--- src/rtl/user_switch_bank.sv ---
// Multi-channel switch debouncer.
// Each raw level is optionally inverted, passed through a two-flop synchroniser
// and committed only after it has differed from the debounced state for
// DEBOUNCE_CYCLES consecutive cycles. Commits produce one-cycle edge pulses and
// set a sticky per-channel event flag.
module user_switch_bank #(
  parameter int unsigned                   NUM_CHANNELS    = 4,
  parameter int unsigned                   DEBOUNCE_CYCLES = 1000000,
  parameter logic        [NUM_CHANNELS-1:0] INVERT_MASK    = '0
) (
  input  logic                    clock,
  input  logic                    reset,
  input  logic [NUM_CHANNELS-1:0] raw_switch,
  input  logic [NUM_CHANNELS-1:0] clear_events,
  output logic [NUM_CHANNELS-1:0] switch_state,
  output logic [NUM_CHANNELS-1:0] rise_pulse,
  output logic [NUM_CHANNELS-1:0] fall_pulse,
  output logic [NUM_CHANNELS-1:0] event_pending,
  output logic                    any_event
);

  // Counter only needs to reach DEBOUNCE_CYCLES-1; keep at least one bit.
  localparam int unsigned    CntW   = (DEBOUNCE_CYCLES > 1) ? $clog2(DEBOUNCE_CYCLES) : 1;
  localparam logic [CntW-1:0] CntMax = CntW'(DEBOUNCE_CYCLES - 1);

  logic [NUM_CHANNELS-1:0]           logic_in;
  logic [NUM_CHANNELS-1:0]           sync1_q, sync2_q;
  logic [NUM_CHANNELS-1:0][CntW-1:0] cnt_q, cnt_d;
  logic [NUM_CHANNELS-1:0]           state_q, state_d;
  logic [NUM_CHANNELS-1:0]           rise_q, rise_d;
  logic [NUM_CHANNELS-1:0]           fall_q, fall_d;
  logic [NUM_CHANNELS-1:0]           pend_q, pend_d;
  logic [NUM_CHANNELS-1:0]           commit;

  // Polarity correction happens before synchronisation so both flops see the logical level.
  assign logic_in = raw_switch ^ INVERT_MASK;

  // Two-flop synchroniser for the asynchronous switch inputs.
  always_ff @(posedge clock or posedge reset) begin
    if (reset) begin
      sync1_q <= '0;
      sync2_q <= '0;
    end else begin
      sync1_q <= logic_in;
      sync2_q <= sync1_q;
    end
  end

  // Per-channel debounce counter, commit decision, pulses and sticky flags.
  always_comb begin
    commit  = '0;
    cnt_d   = cnt_q;
    state_d = state_q;
    rise_d  = '0;
    fall_d  = '0;
    pend_d  = pend_q;
    for (int i = 0; i < int'(NUM_CHANNELS); i++) begin
      if (sync2_q[i] == state_q[i]) begin
        // Input returned to the committed level: any pending change is cancelled.
        cnt_d[i] = '0;
      end else if (cnt_q[i] == CntMax) begin
        commit[i]  = 1'b1;
        cnt_d[i]   = '0;
        state_d[i] = sync2_q[i];
        rise_d[i]  = sync2_q[i];
        fall_d[i]  = ~sync2_q[i];
      end else begin
        cnt_d[i] = cnt_q[i] + 1'b1;
      end
      // A commit wins over a simultaneous clear so no event is ever lost.
      if (commit[i]) begin
        pend_d[i] = 1'b1;
      end else if (clear_events[i]) begin
        pend_d[i] = 1'b0;
      end
    end
  end

  // Debounce state registers.
  always_ff @(posedge clock or posedge reset) begin
    if (reset) begin
      cnt_q   <= '0;
      state_q <= '0;
      rise_q  <= '0;
      fall_q  <= '0;
      pend_q  <= '0;
    end else begin
      cnt_q   <= cnt_d;
      state_q <= state_d;
      rise_q  <= rise_d;
      fall_q  <= fall_d;
      pend_q  <= pend_d;
    end
  end

  assign switch_state  = state_q;
  assign rise_pulse    = rise_q;
  assign fall_pulse    = fall_q;
  assign event_pending = pend_q;
  assign any_event     = |pend_q;

endmodule

--- config.mk ---
export PLATFORM = sky130hd
export DESIGN_NAME = user_switch_bank
export DESIGN_NICKNAME = d
export VERILOG_FILES = /design/src/rtl/user_switch_bank.sv
export SDC_FILE = /design/constraint.sdc
export NUM_CORES = 1
export LEC_CHECK = 0
export ABC_AREA = 1
export CAP_MARGIN = 20
export CORE_ASPECT_RATIO = 0.7
export CORE_MARGIN = 2
export CORE_UTILIZATION = 60
export DETAILED_ROUTE_END_ITERATION = 6
export HOLD_SLACK_MARGIN = 0.08
export PLACE_DENSITY = 0.77
export SLEW_MARGIN = 20
export SYNTH_ARGS = -nofsm -noshare
export SYNTH_HDL_FRONTEND = slang
export SYNTH_SLANG_ARGS = --single-unit
--- constraint.sdc ---
create_clock -name clock -period 7.75 [get_ports clock]
set_clock_uncertainty 0.1 [all_clocks]
set_input_delay 1.55 -clock clock [delete_from_list [all_inputs] [get_ports clock]]
set_output_delay 1.55 -clock clock [all_outputs]
set_load 0.1 [all_outputs]
==> results.json <==
{
  "p_sw_uw": 232.6,
  "cp-end-kind": "primary output",
  "worst_setup_path_start_kind": "register",
  "syn_inst": 674,
  "ioPinCount": 27,
  "report.final.slew_viol_count": 0,
  "placed_cells": 818,
  "cts_tree": "done",
  "crit_chain": "inv_1 -> nand4_1 -> clkdlybuf4s50_1",
  "syn_nets": 688,
  "hold_depth": 0,
  "fin_tns_setup_ns": 0,
  "htree_levels": 3,
  "worst_pin_slew_ns": 1.070,
  "fin_nets": 723,
  "grt_pass1_vias": 4071,
  "seq_power_share_pct": 51.2,
  "dr.pass1.iters": 5,
  "fp.dieH_um": 83.06,
  "hp-start": "sync1_q[1]",
  "clkTransAtPathRegs_ns": 0.07,
  "syn_avg_cell_area_um2": 7.949,
  "yosys.area_share.simple_pct": 36.22,
  "period_share_pct": 47.56,
  "power_frac_comb_pct": 3.5,
  "place_hpwl_um": 8108,
  "reg2reg_depth": 6,
  "setup_viol": 0,
  "drtIter0Drc": 380,
  "worst_hold_path.endpoint": "sync2_q[1]",
  "die_area_um2": 9713,
  "synth_top_area_share_pct": 48.58,
  "grt_setup_unrepaired": "no",
  "hold_path.class": "register to register",
  "crit_path_max_fanout": 2,
  "leakagePower_uw": 0.002622,
  "viasPerCell": 5.235,
  "internal_power_uw": 852.5,
  "max-cap-violations": 0,
  "synth_compound_area_share_pct": 2.055,
  "synthFlopType": "dfrtp_1",
  "max_freq_ghz": 0.2713,
  "synth_mux_area_share_pct": 0,
  "reg2reg_setup_slack_ns": 5.60,
  "slowest_stage": "clkdlybuf4s50_1",
  "synth_top_area_cell": "dfrtp_1",
  "globalplace.congestion": 0.9729,
  "clockBufferDepth": 2,
  "synth_edf_count": 0,
  "cts_made_buffers": 9,
  "grt_start_max_net_pins": 54,
  "grt-ovfl-total": 0,
  "syn_area_um2": 5358,
  "sw_frac_of_total_pct": 21.43,
  "cts_hold_buf": 0,
  "core_area_um2": 8548,
  "totalWireLength_um": 11170,
  "r2r-start": "switch_state[0]",
  "insertion_delay_ns": 0.35,
  "post_cts_buffers": 0,
  "max_stage_delay_ns": 1.14,
  "finalHoldViolations": 0,
  "rows": 28,
  "routedWlPerCell_um": 13.39,
  "drive_above_1_share_pct": 7.423,
  "synth_area_leaders": "dfrtp_1 49%, nor2_1 13%, nand2_1 8.3%",
  "die_w_um": 116.9,
  "synth.top_cells.by_count": "184 x nor2_1, 118 x nand2_1, 104 x dfrtp_1",
  "crit_arrival_ns": 2.04,
  "nFillCells": 686,
  "grt_pass1_wl_um": 19300,
  "synthArstFlopShare_pct": 100.0,
  "synth_xor_area_share_pct": 7.029,
  "port_buffers": 26,
  "clkPwrFrac_pct": 45.3,
  "syn_to_final_growth_pct": 13.59,
  "relSlewSlack_pct": 28.38,
  "stdcell_count": 834,
  "clkSinkCount": 104,
  "layout_min_cycle_time_ns": 3.686,
  "yosysMostFrequentCell": "nor2_1",
  "antenna_cells": 0,
  "critical_path_class": "register to primary output",
  "rr_endpoint": "cnt_q[5]",
  "ys_seq_elements": 104,
  "yosysSeqAreaShare_pct": 48.58,
  "status": "finished clean",
  "gr-usage-all-layers_pct": 25.46,
  "synth_cell_types": 28,
  "antenna_found_initial": 0,
  "powerDensity_nw_per_um2": 178.3,
  "synth_top_family_by_area": "simple AND/OR/NAND/NOR gates",
  "vias": 4366,
  "worstSetupStartpoint": "event_pending[0]",
  "cts_resized": 0,
  "start_util_pct": 62.68,
  "crit_required_ns": 6.10,
  "synth_fa_ha_area_share_pct": 0.9341,
  "drcViolationCount": 0,
  "vdd_drop_max_mv": 0.1251,
  "cts_root_buffer": "clkbuf_16",
  "detail-route-antenna-nets": 0,
  "ys_warn_count": 0
}
==> power groups by stage <==
stage / Sequential (uW) / Clock (uW) / Combinational (uW)
5_1_grt: 556 / 527 / 44.1
4_1_cts: 555 / 503 / 39.0
3_3_place_gp: 565 / 0 / 37.2
2_1_floorplan: 564 / 0 / 26.0
3_5_place_dp: 566 / 0 / 38.6
6_report: 556 / 492 / 37.8
==> area by class of cell <==
type / instances / area (um^2) / area share [%]
sequential: 104 / 2603 / 42.76
clock buffer: 11 / 242.7 / 3.988
multi-input combinational: 497 / 2477 / 40.71
inverter: 70 / 265.3 / 4.359
timing repair buffer: 27 / 267.8 / 4.400
tap: 120 / 150.1 / 2.467
clock inverter: 5 / 80.08 / 1.316
==> metrics by stage <==
| step | util, % | power [uW] | area [um^2] | hold slack, ns | setup slack (ns) |
|---|---|---|---|---|---|
| 6_report | 71.19 | 1085 | 6086 | 0.2509 | 4.064 |
| 5_1_grt | 71.19 | 1127 | 6086 | 0.2618 | 3.979 |
| 4_1_cts | 71.19 | 1098 | 6086 | 0.2523 | 4.054 |
| 3_5_place_dp | 67.42 | 604.4 | 5763 | 0.2365 | 4.443 |
| 3_3_place_gp | 67.42 | 602.6 | 5763 | 0.2339 | 4.456 |
| 2_1_floorplan | - | 590.5 | 5358 | 0.2312 | 3.368 |
==> sequential cells by signal, indices dropped and copies added (netlist names) <==
name and flops:
fall_pulse 4, cnt_q 80, sync2_q 4, switch_state 4, sync1_q 4, rise_pulse 4
event_pending 4
==> layer usage <==
layer | GRT usage [%] | routed length (um) | vias to the layer above
met5 | 0 | 0 | -
met4 | 6.952 | 165 | 0
met3 | 8.905 | 618 | 13
met2 | 36.57 | 5017 | 120
met1 | 36.80 | 5364 | 2046
li1 | - | - | 2187
==> how the worst max path moves through the flow <==
stage	endpoint	slack, ns	depth (start not counted)
6_report	any_event	4.06	3
5_1_grt	any_event	3.98	3
4_1_cts	any_event	4.05	3
3_5_place_dp	any_event	4.44	3
3_3_place_gp	any_event	4.46	3
2_1_floorplan	cnt_q[0]	3.37	1
==> cells in the final DEF, fill, tap and decap left out, drive strengths merged <==
cell | synthesis | final
nor2 | 202 | 202
nand2 | 128 | 128
dfrtp | 104 | 104
inv | 70 | 70
nand3 | 70 | 70
clkdlybuf4s50 | 0 | 26
xor2 | 25 | 25
xnor2 | 18 | 18
nand4 | 12 | 12
nor3 | 12 | 12
clkbuf | 0 | 11
a21oi | 9 | 9
o21ai | 7 | 7
ha | 4 | 4
o22ai | 3 | 3
and2 | 2 | 2
nand3b | 2 | 2
bufinv | 0 | 2
clkinvlp | 0 | 2
nor3b | 2 | 2
o21bai | 1 | 1
clkinv | 0 | 1
buf | 3 | 1
==> logic make-up after synthesis <==
kind of cell | Yosys count
and+or+nand+nor | 430
DFF | 104
AOI/OAI and AO/OA | 20
buffers and inverters | 73
xor gates and xnor gates | 43
adders and majority gates | 4
==> critical path: cells and delay by family, from the launching register on <==
family                 cells  cell delay, ns
buffers and inverters      2            1.24
DFF                        1            0.34
and+or+nand+nor            1            0.10
Note: power is estimated with default switching activity, not from simulation.
